==> config.mk <==
export PLATFORM = sky130hd
export DESIGN_NAME = secuenciador_preparacion
export DESIGN_NICKNAME = d
export VERILOG_FILES = /design/src/rtl/cafe_pkg.sv /design/src/rtl/temporizador_fase.sv /design/src/rtl/secuenciador_preparacion.sv
export SDC_FILE = /design/constraint.sdc
export NUM_CORES = 1
export LEC_CHECK = 0
export CELL_PAD_IN_SITES_DETAIL_PLACEMENT = 0
export CELL_PAD_IN_SITES_GLOBAL_PLACEMENT = 1
export CORE_MARGIN = 2
export CORE_UTILIZATION = 30
export CTS_CLUSTER_DIAMETER = 150
export DETAILED_ROUTE_END_ITERATION = 8
export MAX_ROUTING_LAYER = met4
export PLACE_DENSITY = 0.55
export SLEW_MARGIN = 20
export SYNTH_ARGS = -nofsm -noshare
export SYNTH_HDL_FRONTEND = slang
export SYNTH_SLANG_ARGS = --single-unit
export TNS_END_PERCENT = 30
==> constraint.sdc <==
create_clock -name clk -period 3.6 [get_ports clk]
set_input_delay 0.9 -clock clk [delete_from_list [all_inputs] [get_ports clk]]
set_output_delay 0.9 -clock clk [all_outputs]
set_load 0.03 [all_outputs]
==> src/rtl/cafe_pkg.sv <==
// rtl/cafe_pkg.sv - phase codes, default timings and phase ordering for the brew sequencer
package cafe_pkg;

    localparam logic [2:0] FASE_IDLE     = 3'd0;
    localparam logic [2:0] FASE_MOLER    = 3'd1;
    localparam logic [2:0] FASE_CALENTAR = 3'd2;
    localparam logic [2:0] FASE_EXTRAER  = 3'd3;
    localparam logic [2:0] FASE_LECHE    = 3'd4;
    localparam logic [2:0] FASE_ESPUMA   = 3'd5;
    localparam logic [2:0] FASE_AZUCAR   = 3'd6;
    localparam logic [2:0] FASE_ENTREGA  = 3'd7;

    localparam int CW_DEF         = 8;
    localparam int T_MOLER_DEF    = 4;
    localparam int T_CALENTAR_DEF = 6;
    localparam int T_EXTRAER_DEF  = 4;
    localparam int T_CONC_DEF     = 2;
    localparam int T_LECHE_DEF    = 5;
    localparam int T_ESPUMA_DEF   = 3;
    localparam int T_DOSIS_DEF    = 2;
    localparam int T_ENTREGA_DEF  = 2;

    localparam logic [1:0] TAMANO_INVALIDO = 2'd3;

    typedef enum logic [2:0] {
        F_IDLE     = FASE_IDLE,
        F_MOLER    = FASE_MOLER,
        F_CALENTAR = FASE_CALENTAR,
        F_EXTRAER  = FASE_EXTRAER,
        F_LECHE    = FASE_LECHE,
        F_ESPUMA   = FASE_ESPUMA,
        F_AZUCAR   = FASE_AZUCAR,
        F_ENTREGA  = FASE_ENTREGA
    } fase_e;

    // Fixed phase order; optional phases fall straight through to the next needed one.
    function automatic fase_e siguiente_fase(input fase_e f, input logic leche,
                                             input logic espuma, input logic [2:0] azucar);
        fase_e tras_espuma;
        fase_e tras_leche;
        tras_espuma = (azucar != 3'd0) ? F_AZUCAR : F_ENTREGA;
        tras_leche  = espuma ? F_ESPUMA : tras_espuma;
        case (f)
            F_MOLER:    siguiente_fase = F_CALENTAR;
            F_CALENTAR: siguiente_fase = F_EXTRAER;
            F_EXTRAER:  siguiente_fase = leche ? F_LECHE : tras_leche;
            F_LECHE:    siguiente_fase = tras_leche;
            F_ESPUMA:   siguiente_fase = tras_espuma;
            F_AZUCAR:   siguiente_fase = F_ENTREGA;
            default:    siguiente_fase = F_IDLE;
        endcase
    endfunction

endpackage

==> src/rtl/temporizador_fase.sv <==
// rtl/temporizador_fase.sv - loadable down-counter timing the length of each phase
module temporizador_fase #(
    parameter int CW = 8
) (
    input  logic          clk,
    input  logic          reset,
    input  logic          cargar,
    input  logic [CW-1:0] valor,
    output logic          expirado
);

    logic [CW-1:0] cuenta;

    // Counter parks at zero so expirado stays asserted until the next load.
    always_ff @(posedge clk or negedge reset) begin
        if (!reset) begin
            cuenta <= '0;
        end else if (cargar) begin
            cuenta <= valor;
        end else if (cuenta != '0) begin
            cuenta <= cuenta - CW'(1);
        end
    end

    assign expirado = (cuenta == '0);

endmodule

==> src/rtl/secuenciador_preparacion.sv <==
// rtl/secuenciador_preparacion.sv - brew-phase sequencer driving grinder, heater, pump, milk, foam and sugar
module secuenciador_preparacion
    import cafe_pkg::*;
#(
    parameter int CW         = CW_DEF,
    parameter int T_MOLER    = T_MOLER_DEF,
    parameter int T_CALENTAR = T_CALENTAR_DEF,
    parameter int T_EXTRAER  = T_EXTRAER_DEF,
    parameter int T_CONC     = T_CONC_DEF,
    parameter int T_LECHE    = T_LECHE_DEF,
    parameter int T_ESPUMA   = T_ESPUMA_DEF,
    parameter int T_DOSIS    = T_DOSIS_DEF,
    parameter int T_ENTREGA  = T_ENTREGA_DEF
) (
    input  logic       clk,
    input  logic       reset,
    input  logic       inicio,
    input  logic       cancelar,
    input  logic [1:0] tamano,
    input  logic       concentracion,
    input  logic       leche,
    input  logic       espuma,
    input  logic [2:0] azucar,
    output logic       molino_on,
    output logic       calentador_on,
    output logic       bomba_on,
    output logic       valvula_leche_on,
    output logic       espumador_on,
    output logic       dosificador_pulso,
    output logic       ocupado,
    output logic [2:0] fase,
    output logic       listo,
    output logic       abortado,
    output logic       rechazo
);

    fase_e         fase_q;
    fase_e         fase_d;
    logic [1:0]    tamano_q;
    logic          conc_q;
    logic          leche_q;
    logic          espuma_q;
    logic [2:0]    azucar_q;
    logic          capturar;
    logic          cargar;
    logic [CW-1:0] valor;
    logic          expirado;
    logic [CW-1:0] dosis_q;
    logic [CW-1:0] dosis_d;
    logic          listo_d;
    logic          abortado_d;
    logic          rechazo_d;

    // Durations of recipe-dependent phases come from the latched recipe, never the live inputs.
    function automatic logic [CW-1:0] duracion(input fase_e f);
        case (f)
            F_MOLER:    duracion = CW'(T_MOLER);
            F_CALENTAR: duracion = CW'(T_CALENTAR);
            F_EXTRAER:  duracion = CW'(T_EXTRAER) * (CW'(tamano_q) + CW'(1))
                                   + (conc_q ? CW'(T_CONC) : '0);
            F_LECHE:    duracion = CW'(T_LECHE);
            F_ESPUMA:   duracion = CW'(T_ESPUMA);
            F_AZUCAR:   duracion = CW'(azucar_q) * CW'(T_DOSIS);
            F_ENTREGA:  duracion = CW'(T_ENTREGA);
            default:    duracion = '0;
        endcase
    endfunction

    temporizador_fase #(
        .CW(CW)
    ) u_temporizador (
        .clk     (clk),
        .reset   (reset),
        .cargar  (cargar),
        .valor   (valor),
        .expirado(expirado)
    );

    always_comb begin
        fase_d     = fase_q;
        capturar   = 1'b0;
        listo_d    = 1'b0;
        abortado_d = 1'b0;
        rechazo_d  = 1'b0;
        if (fase_q == F_IDLE) begin
            if (inicio) begin
                if (tamano == TAMANO_INVALIDO) begin
                    rechazo_d = 1'b1;
                end else begin
                    fase_d   = F_MOLER;
                    capturar = 1'b1;
                end
            end
        end else if (cancelar) begin
            fase_d     = F_IDLE;
            abortado_d = 1'b1;
        end else if (expirado) begin
            fase_d  = siguiente_fase(fase_q, leche_q, espuma_q, azucar_q);
            listo_d = (fase_d == F_IDLE);
        end

        cargar = (fase_d != fase_q) && (fase_d != F_IDLE);
        valor  = duracion(fase_d) - CW'(1);

        // Position within the current sugar dose; zero marks the dose's first cycle.
        if ((fase_d != F_AZUCAR) || (fase_q != F_AZUCAR) || (dosis_q == CW'(T_DOSIS - 1))) begin
            dosis_d = '0;
        end else begin
            dosis_d = dosis_q + CW'(1);
        end
    end

    always_ff @(posedge clk or negedge reset) begin
        if (!reset) begin
            fase_q            <= F_IDLE;
            tamano_q          <= '0;
            conc_q            <= 1'b0;
            leche_q           <= 1'b0;
            espuma_q          <= 1'b0;
            azucar_q          <= '0;
            dosis_q           <= '0;
            molino_on         <= 1'b0;
            calentador_on     <= 1'b0;
            bomba_on          <= 1'b0;
            valvula_leche_on  <= 1'b0;
            espumador_on      <= 1'b0;
            dosificador_pulso <= 1'b0;
            ocupado           <= 1'b0;
            listo             <= 1'b0;
            abortado          <= 1'b0;
            rechazo           <= 1'b0;
        end else begin
            fase_q <= fase_d;
            if (capturar) begin
                tamano_q <= tamano;
                conc_q   <= concentracion;
                leche_q  <= leche;
                espuma_q <= espuma;
                azucar_q <= azucar;
            end
            dosis_q           <= dosis_d;
            molino_on         <= (fase_d == F_MOLER);
            calentador_on     <= (fase_d == F_CALENTAR) || (fase_d == F_EXTRAER);
            bomba_on          <= (fase_d == F_EXTRAER);
            valvula_leche_on  <= (fase_d == F_LECHE);
            espumador_on      <= (fase_d == F_ESPUMA);
            dosificador_pulso <= (fase_d == F_AZUCAR) && (dosis_d == '0);
            ocupado           <= (fase_d != F_IDLE);
            listo             <= listo_d;
            abortado          <= abortado_d;
            rechazo           <= rechazo_d;
        end
    end

    assign fase = fase_q;

endmodule

**Word-level counts from Yosys, hierarchy flattened**

Cells that the tools add are included.

- Register bits after elaboration: 37
- Bits of input ports: 12

- Add/sub/neg operators: 5
- Muxes and demuxes: 28
- Reductions and logical operators: 13
- Equal/unequal tests: 18

Operators with widths:

| cell | count |
|---|---|
| 6-bit case mux with 7 select lines | 1 |
| 3-bit 2-to-1 mux | 8 |
| 8-bit 2-to-1 mux | 3 |
| 3-bit equality test (second input constant) | 7 |
| 3-bit case mux with 6 select lines | 1 |
| 8-bit logical NOT | 2 |
| 8-bit by 1-bit subtractor with 8-bit output (second input constant) | 2 |
| 3-bit by 2-bit equality test with 1-bit output (second input constant) | 4 |
| 1-bit 2-to-1 mux | 12 |
| 8-bit by 1-bit adder with 8-bit output (second input constant) | 1 |
| 8-bit by 1-bit equality test with 1-bit output (second input constant) | 1 |
| 8-bit nonzero test | 1 |
| 5-bit by 2-bit adder with 6-bit output | 1 |
| 3-bit by 1-bit equality test with 1-bit output (second input constant) | 2 |
| 3-bit logical NOT | 2 |
| 2-bit 2-to-1 mux | 3 |
| 3-bit != test (second input constant) | 2 |
| 3-bit nonzero test | 2 |
| 2-bit by 1-bit adder with 3-bit output (second input constant) | 1 |
| 1-bit logical OR | 3 |
| 3-bit != test | 1 |
| 2-bit equality test (second input constant) | 1 |
| 1-bit logical AND | 2 |
| 2-bit nonzero test | 1 |

**Longest topological paths before layout**

Gate-level depths: netlist of the first run.

- Word-level depth: 17
- Mapped depth: 15
- Mapped depth without buffers: 14

**By module**

From an unflattened synthesis of the first run, not the netlist that was laid out.

- Cell total of the unflattened synthesis: 232
- Area, all modules: 2119.5 µm²

Modules (own cells, without submodules):

| module | area each (µm²) | times used | cells an instance |
|---|---|---|---|
| secuenciador_preparacion | 1642.8 | 1 | 178 |
| temporizador_fase | 476.7 | 1 | 54 |

**Worst setup path after synthesis of the first run**

Ideal clock, no wire load.

- Kind: reg-to-reg
- Start point: register u_temporizador.cuenta[3]
- End point: register u_temporizador.cuenta[4]
- Data required time: 3.474 ns
- Period minus slack after synthesis: 3.181 ns
- Slack: 0.419 ns
- Stages on the path, launching flop included: 12
- Library setup time: 0.126 ns
- Arrival time: 3.055 ns
- Cells stage by stage: dfrtp_1 -> or4_4 -> buf_6 -> or3_1 -> a2111o_1 -> o2111ai_2 -> o21ai_0 -> a32oi_1 -> ha_1 -> inv_1 -> or3b_1 -> mux2i_1

- Word-level cells in the longest chain between the ends: 8
- Elaborated cells on any way between the ends: 21
- Those cells by class: 2 x add/sub; 8 x eq/ne; 6 x mux; 5 x reduce/logical

RTL lines:

| what | RTL line | RTL |
|---|---|---|
| start, declared | temporizador_fase.sv:12 | `logic [CW-1:0] cuenta;` |
| start signal, assigned | temporizador_fase.sv:19 | `cuenta <= valor;` |
| start signal, assigned | temporizador_fase.sv:21 | `cuenta <= cuenta - CW'(1);` |
| 8-bit logical NOT | temporizador_fase.sv:25 | `assign expirado = (cuenta == '0);` |
| 3-bit 2-to-1 mux | secuenciador_preparacion.sv:97 | `end else if (expirado) begin` |
| 3-bit 2-to-1 mux | secuenciador_preparacion.sv:94 | `end else if (cancelar) begin` |
| 3-bit 2-to-1 mux | secuenciador_preparacion.sv:85 | `if (fase_q == F_IDLE) begin` |
| 3-bit equality test (tied with other cells) | secuenciador_preparacion.sv:56 | `case (f)` |
| 6-bit case mux with 7 select lines | secuenciador_preparacion.sv:56 |  |
| 8-bit by 1-bit subtractor with 8-bit output | secuenciador_preparacion.sv:103 | `valor = duracion(fase_d) - CW'(1);` |
| 8-bit 2-to-1 mux | temporizador_fase.sv:18 | `end else if (cargar) begin` |

Several ways; a longest one is shown, not always the timed one. The select of a mux whose other input is x is not followed.
A chain may end at the register's enable or synchronous reset.

**Final worst setup path of the first run**

- Start point: register u_temporizador.cuenta[5]
- End point: register u_temporizador.cuenta[4]

Same word-level chain as after synthesis.

==> run summary, run 1 <==
• number of flops mapped to enable cells by yosys: 0
• launching element type of the critical path: flop
• portion of the clock cycle consumed by the worst path in the final layout: 91.7%
• routed length per placed instance: 14.2 um
• setup repair after global routing missed its margin: false
• largest net degree at the start of global routing: 38
• sort of element at the end of the critical path: flop
• Layout area overhead: 22.8%
• Async S/R FF share, synth: 100%
• number of maximum-capacitance violations: 0
• sequential cell area fraction in the yosys report: 43.3%
• max-slew headroom at the worst pin: 41.9%
• average instance area after synthesis: 9.14 um^2
• Initial Utilization: 31.3%
• total power density per cell area: 584 nW/um^2
• final instance area: 2630 um^2
• I/O Pins: 25
• Port Buffer Count: 24
• clock latency on the worst-skew pair: 0.30 ns
• Post-Synth Simple-Gate Area: 25.6%
• distinct cell type count of the synthesized netlist: 58
• synthesized-area fraction occupied by ao, oa, aoi and oai cells: 18.4%
• DP HPWL: 3710 um
• clock sink count: 37
• outcome: completed
• data required time at the worst endpoint: 3.78 ns
• cells along the critical path: or4_4, or3_4, a2111o_1, o2111ai_2, o21ai_0, a32oi_1, ha_1, inv_1, or3b_1, mux2i_1
• fraction of final layout cells sized beyond drive strength 1: 14.2%
• hold slack final: 0.500 ns
• Fin. Hold Viols: 0
• Avg Vias per Cell: 4.89
• final WL: 5150 um
• remaining routing DRC violations: 0
• number of nets in the layout: 282
• worst-case vdd ir drop: 0.000210 V
• area of combinational cells with multiple inputs: 1110 um^2
• max-slew violation count: 0
• multiplexer fraction of the synthesized cell area: 2.40%
• Initial DRT Pass Iterations: 4
• cell family contributing the most delay on the critical path: simple AND/OR/NAND/NOR gates
• CTS Buf Count: 5
• commonest non-fill, non-tap cells in the layout: dfrtp_1, nand2_1, nor2_1
• dominant cell type by area after synthesis: dfrtp_1
• DRC marker count from the first detailed-route iteration: 93
• Die Wd: 88.5 um
• time the final worst path needs with I/O delays and setup: 3.30 ns
• die extent in y: 88.5 um
• CTS root buf: clkbuf_8
• cell row count: 30
• routability cong.: 0.740
• xor and xnor fraction of the mapped netlist area: 2.87%
• setup violators final: 0
• actual slew at the worst max-slew pin: 0.871 ns
• number of synthesized register bits: 37
• Setup Skew: 0.00969 ns
• first-pass GRT wire length: 8800 um
• maximum fanout encountered on the critical timing path: 6
• via count of the first global-routing pass: 1785
• Mapped Area: 2140 um^2
• Core Region: 6830 um^2
• final standard cell utilization of the core: 38.5%
• CTS Hold Bufs: 0
• main combinational cell family by area after synthesis: simple AND/OR/NAND/NOR gates
• Max Buffers Root-to-Sink: 2
• cell types occupying the most area after synthesis: dfrtp_1, nand2_1, nor2_1
• syn nets: 250
• worst-path cell with the longest stage delay: or4_4
• Reg area: 926 um^2
• area enclosed by the die boundary: 7820 um^2
• global-route usage over all layers: 14.9%
• Critical Path Max Stage Delay: 0.60 ns
• antenna fix cells: 0
• Gates resized, CTS repair: 0
• CTS tree: done
• fillcell total: 730
• most common library cell in the layout ignoring fill and taps: dfrtp_1
• Synthesis Warnings: 0
• clock-pin slew reported for the worst setup and hold paths after clock tree synthesis: 0.09 ns
• highest clock rate: 0.303 GHz
• # H-tree levels: 2
• initial antenna violation count: 0
• global-route congestion overflow total: 0
• detailed-route via count: 1776
• arrival time at the worst endpoint: 3.48 ns
• WP buf/inv: 1
• worst setup path category: reg -> reg
• setup TNS: 0 ns
• Hold/Removal Path Class: reg -> reg
• Placed Instance Area: 2500 um^2
• reported leakage power: 1.10 nW
• area share of the largest cell type after synthesis: 43.3%
• most used flip-flop cell after synthesis: dfrtp_1
• post-CTS setup buffers: 0
• Post-Synth Adder-Cell Area: 2.34%
• post-synthesis cell count: 234
• residual antenna-violating net count after detailed routing: 0
## stage by stage
step                power (mW)  setup slack, ns  cells
floorplan                0.971            0.419    234
global placement          1.16           0.0983    355
detailed placement        1.15           0.0461    355
CTS                       1.55            0.202    363
global route              1.65           0.0642    363
finish                    1.54            0.299    363
## synth_stat cells (2+ instances only)
cell	count
nor2_1	35
inv_1	5
mux2i_1	4
xnor2_1	4
nand2_1	36
a2111o_1	2
or3_1	4
nor4_1	2
o211ai_1	2
a21oi_1	7
o21ai_0	5
clkbuf_1	4
nor2_4	2
and2_1	2
nor3_1	12
inv_2	2
ha_1	4
nor2b_1	2
buf_2	2
o21ai_1	2
a211oi_1	5
a31oi_1	3
o31ai_1	5
xor2_1	3
buf_6	2
nand4_1	2
or4_4	2
dfrtp_1	37
nand3_1	8
## cells by family (layout without fill, tap and decap cells)
kind of cell / Yosys count / after routing
xor gates and xnor gates: 7 / 7
and+or+nand+nor: 115 / 115
DFF: 37 / 37
muxes: 5 / 5
AOI/OAI and AO/OA: 48 / 48
buffers and inverters: 18 / 51
adders and majority gates: 4 / 4
## worst reg2reg max path, cell delays in order (launching register included)
cell and delay, ns:
dfrtp_1 0.45, or4_4 0.60, or3_4 0.40, a2111o_1 0.42, o2111ai_2 0.16, o21ai_0 0.14, a32oi_1 0.20, ha_1 0.22
inv_1 0.06, or3b_1 0.41, mux2i_1 0.13
## area by class of cell
class / instances / share of cell area, %
sequential: 37 / 35.2
tap: 96 / 4.57
clock buffer: 6 / 3.14
timing repair buffer: 35 / 12.1
inverter: 8 / 1.33
clock inverter: 2 / 1.43
multi-input combinational: 179 / 42.2
## routing by layer
| layer | up-vias | track usage [%] | share of wire, % |
|---|---|---|---|
| li1 | 908 | - | - |
| met1 | 834 | 19.9 | 52 |
| met2 | 30 | 23.5 | 45 |
| met3 | 4 | 2.80 | 3.0 |
| met4 | 0 | 3.31 | 0.60 |
| met5 | - | - | 0 |
## where the power goes
group / switching [mW] / internal, mW / total (mW)
Clock: 0.166 / 0.226 / 0.391
Combinational: 0.304 / 0.239 / 0.543
Sequential: 0.0974 / 0.504 / 0.602
Total: 0.567 / 0.969 / 1.54
## sequential cells by signal, summed over array words and instances, names as in the netlist, 2 cells and up
name and flops:
dosis_q 8, u_temporizador.cuenta 8, tamano_q 2, azucar_q 3
fase 3
## worst paths after layout
| check | from | end | slack, ns | cells past startpoint |
|---|---|---|---|---|
| min | conc_q | conc_q | 0.50 | 2 |
| min in group asynchronous | reset | valvula_leche_on | 0.71 | 1 |
| min reg2reg | conc_q | conc_q | 0.50 | 2 |
| max reg2reg | u_temporizador.cuenta[5] | u_temporizador.cuenta[4] | 0.30 | 10 |
| max | u_temporizador.cuenta[5] | u_temporizador.cuenta[4] | 0.30 | 10 |
| max in group asynchronous | reset | u_temporizador.cuenta[0] | 2.33 | 1 |
No activity file was read; power rests on OpenSTA's default activity.
==> run 2, diff against run 1 <==
REMOVE_ABC_BUFFERS = 1   (was not set)
==> run 2 against run 1 <==
Compared with the run above:
- clock power decreased by 24%
- die area is the same
- non-clock buffer count unchanged
- worst hold slack got worse by 0.013 ns
- total power fell by 5.3%
- wire length rose by 2.7%
- design area is 1.5% lower
- fmax fell by 1.6%
- utilization fell by 0.57 points
- register-to-register slack worse by 0.05 ns
- clock-buffer cell count down 1
- critical path type unchanged
- critical endpoint unchanged
==> run summary, run 2 (synthesis gave the netlist of run 1 again) <==
• power dissipated by switching net loads: 573 uW, +1.1%
• Hold/Removal Path Class: reg -> reg
• residual antenna-violating net count after detailed routing: 0, unchanged
• initial antenna violation count: 0, unchanged
• setup TNS: 0 ns, unchanged
• critical path launch point: u_temporizador.cuenta[4]
• routed length per placed instance: 14.6 um, +2.7%
• I/O Pins: 25, unchanged
• setup violators final: 0, unchanged
• Initial Utilization: 31.3%, unchanged
• clock sink count: 37, unchanged
• actual slew at the worst max-slew pin: 0.871 ns, +0.0000356 ns
• launching element type of the critical path: flop
• reported leakage power: 1.08 nW, -1.4%
• Gates resized, CTS repair: 0, unchanged
• number of nets in the layout: 282, unchanged
• Critical Path Max Stage Delay: 0.56 ns, -0.04 ns
• final WL: 5290 um, +2.7%
• remaining routing DRC violations: 0, unchanged
• die extent in y: 88.5 um, unchanged
• time the final worst path needs with I/O delays and setup: 3.35 ns, +0.0524 ns
• total power density per cell area: 562 nW/um^2, -3.9%
• Hold Path Origin: conc_q
• outcome: completed
• Die Wd: 88.5 um, unchanged
• CTS Hold Bufs: 0, unchanged
• Layout area overhead: 21.0%
• maximum fanout encountered on the critical timing path: 6, unchanged
• clock-pin slew reported for the worst setup and hold paths after clock tree synthesis: 0.09 ns, about the same
• Port Buffer Count: 24, unchanged
• Internal Dissipation: 881 uW, -9.1%
• global-route congestion overflow total: 0, unchanged
• max-slew headroom at the worst pin: 41.9%, about the same
• cells along the critical path: or4_4, or3_1, a2111o_1, o2111ai_2, o21ai_0, a32oi_1, ha_1, inv_1, or3b_1, mux2i_1
• DP HPWL: 3890 um, +5.0%
• RR Startpoint: u_temporizador.cuenta[4]
• sort of element at the end of the critical path: flop
• commonest non-fill, non-tap cells in the layout: dfrtp_1, nand2_1, nor2_1
• max-slew violation count: 0, unchanged
• power consumption: 1.45 mW, -5.3%
• arrival time at the worst endpoint: 3.54 ns, +0.06 ns
• setup repair after global routing missed its margin: false
• portion of the clock cycle consumed by the worst path in the final layout: 93.2%, +1.5 points
• Max Buffers Root-to-Sink: 2, unchanged
• cell row count: 30, unchanged
• Avg Vias per Cell: 5.00, +2.2%
• DRC marker count from the first detailed-route iteration: 100, +7.5%
• CTS tree: done
• area enclosed by the die boundary: 7820 um^2, unchanged
• routability cong.: 0.802, +8.4%
• first-pass GRT wire length: 9060 um, +3.0%
• data required time at the worst endpoint: 3.78 ns, about the same
• fraction of final layout cells sized beyond drive strength 1: 13.9%, -0.37 points
• post-CTS setup buffers: 0, unchanged
• clock network fraction of total power: 20.4%, -5.1 points
• CTS root buf: clkbuf_8
• registers with the highest flip-flop counts: dosis_q (8), u_temporizador.cuenta (8)
• Setup Skew: 0.00786 ns, -0.00183 ns
• worst-case vdd ir drop: 0.000174 V, -17%
• clock latency on the worst-skew pair: 0.29 ns, about the same
• CTS Buf Count: 5, unchanged
• global-route usage over all layers: 15.6%, +0.69 points
• largest net degree at the start of global routing: 38, unchanged
• worst-path cell with the longest stage delay: or4_4
• worst setup path category: reg -> reg
• Core Region: 6830 um^2, unchanged
• switching power as a share of total power: 39.4%, +2.5 points
• WP buf/inv: 1, unchanged
• Fin. Hold Viols: 0, unchanged
• most common library cell in the layout ignoring fill and taps: dfrtp_1
• # H-tree levels: 2, unchanged
• Initial DRT Pass Iterations: 4, unchanged
• proportion of power drawn by flip-flops and latches: 40.9%, +1.7 points
• number of maximum-capacitance violations: 0, unchanged
• highest clock rate: 0.298 GHz, -1.6%
• via count of the first global-routing pass: 1779, -0.34%
• antenna fix cells: 0, unchanged
• cell family contributing the most delay on the critical path: simple AND/OR/NAND/NOR gates
• logic gate share of total power: 38.7%, +3.3 points
• detailed-route via count: 1815, +2.2%
[run 2: cell count changes in the layout (fill, tap and decap cells not counted)]
| cell | change |
|---|---|
| clkbuf_8 | -1 |
| or3_1 | +1 |
| or3_4 | -1 |
| clkinv_2 | +2 |
| bufinv_16 | -1 |
[run 2: routing by layer]
metal  GRT usage [%]  share of wire (%)  up-vias
met2            23.8                 47       30
met3            3.45                2.8        4
met1            20.9                 49      878
met4            4.27               0.85        0
met5               -                  0        -
li1                -                  -      903
[run 2: power groups by stage]
stage	Sequential, mW	Combinational [mW]	Clock [mW]
after floorplan	0.608	0.336	0
after global placement	0.605	0.564	0
after detailed placement	0.601	0.562	0
after CTS	0.594	0.565	0.312
after global routing	0.610	0.631	0.329
final	0.594	0.563	0.297
[run 2: cell type report]
class                      instances  area, um^2
fill                             724        4240
multi-input combinational        179        1100
sequential                        37         926
timing repair buffer              35         318
tap                               96         120
clock buffer                       5        68.8
inverter                           8        35.0
clock inverter                     3        17.5
[run 2: path summary, 6_finish.rpt]
path / to / slack, ns / cells past startpoint
worst max-delay path: u_temporizador.cuenta[4] / 0.25 / 10
worst min-delay path: conc_q / 0.49 / 2
worst max register to register: u_temporizador.cuenta[4] / 0.25 / 10
worst min register to register: conc_q / 0.49 / 2
max in group asynchronous: molino_on / 2.34 / 1
min in group asynchronous: fase[1] / 0.72 / 1
[run 2: through the flow]
stage / std cells / utilization [%] / hold slack, ns / setup slack (ns) / area, um^2
6_report: 363 / 37.9 / 0.487 / 0.246 / 2590
3_3_place_gp: 355 / 36.6 / 0.473 / 0.132 / 2500
2_1_floorplan: 224 / - / 0.446 / 0.472 / 2060
4_1_cts: 363 / 37.9 / 0.493 / 0.254 / 2590
5_1_grt: 363 / 37.9 / 0.529 / 0.0369 / 2590
3_5_place_dp: 355 / 36.6 / 0.473 / 0.0448 / 2500
[run 2: worst min-delay path, stage by stage, from the launching register on]
cell and delay (ns):
dfrtp_1 0.35, nand2_1 0.06, nand2_1 0.05
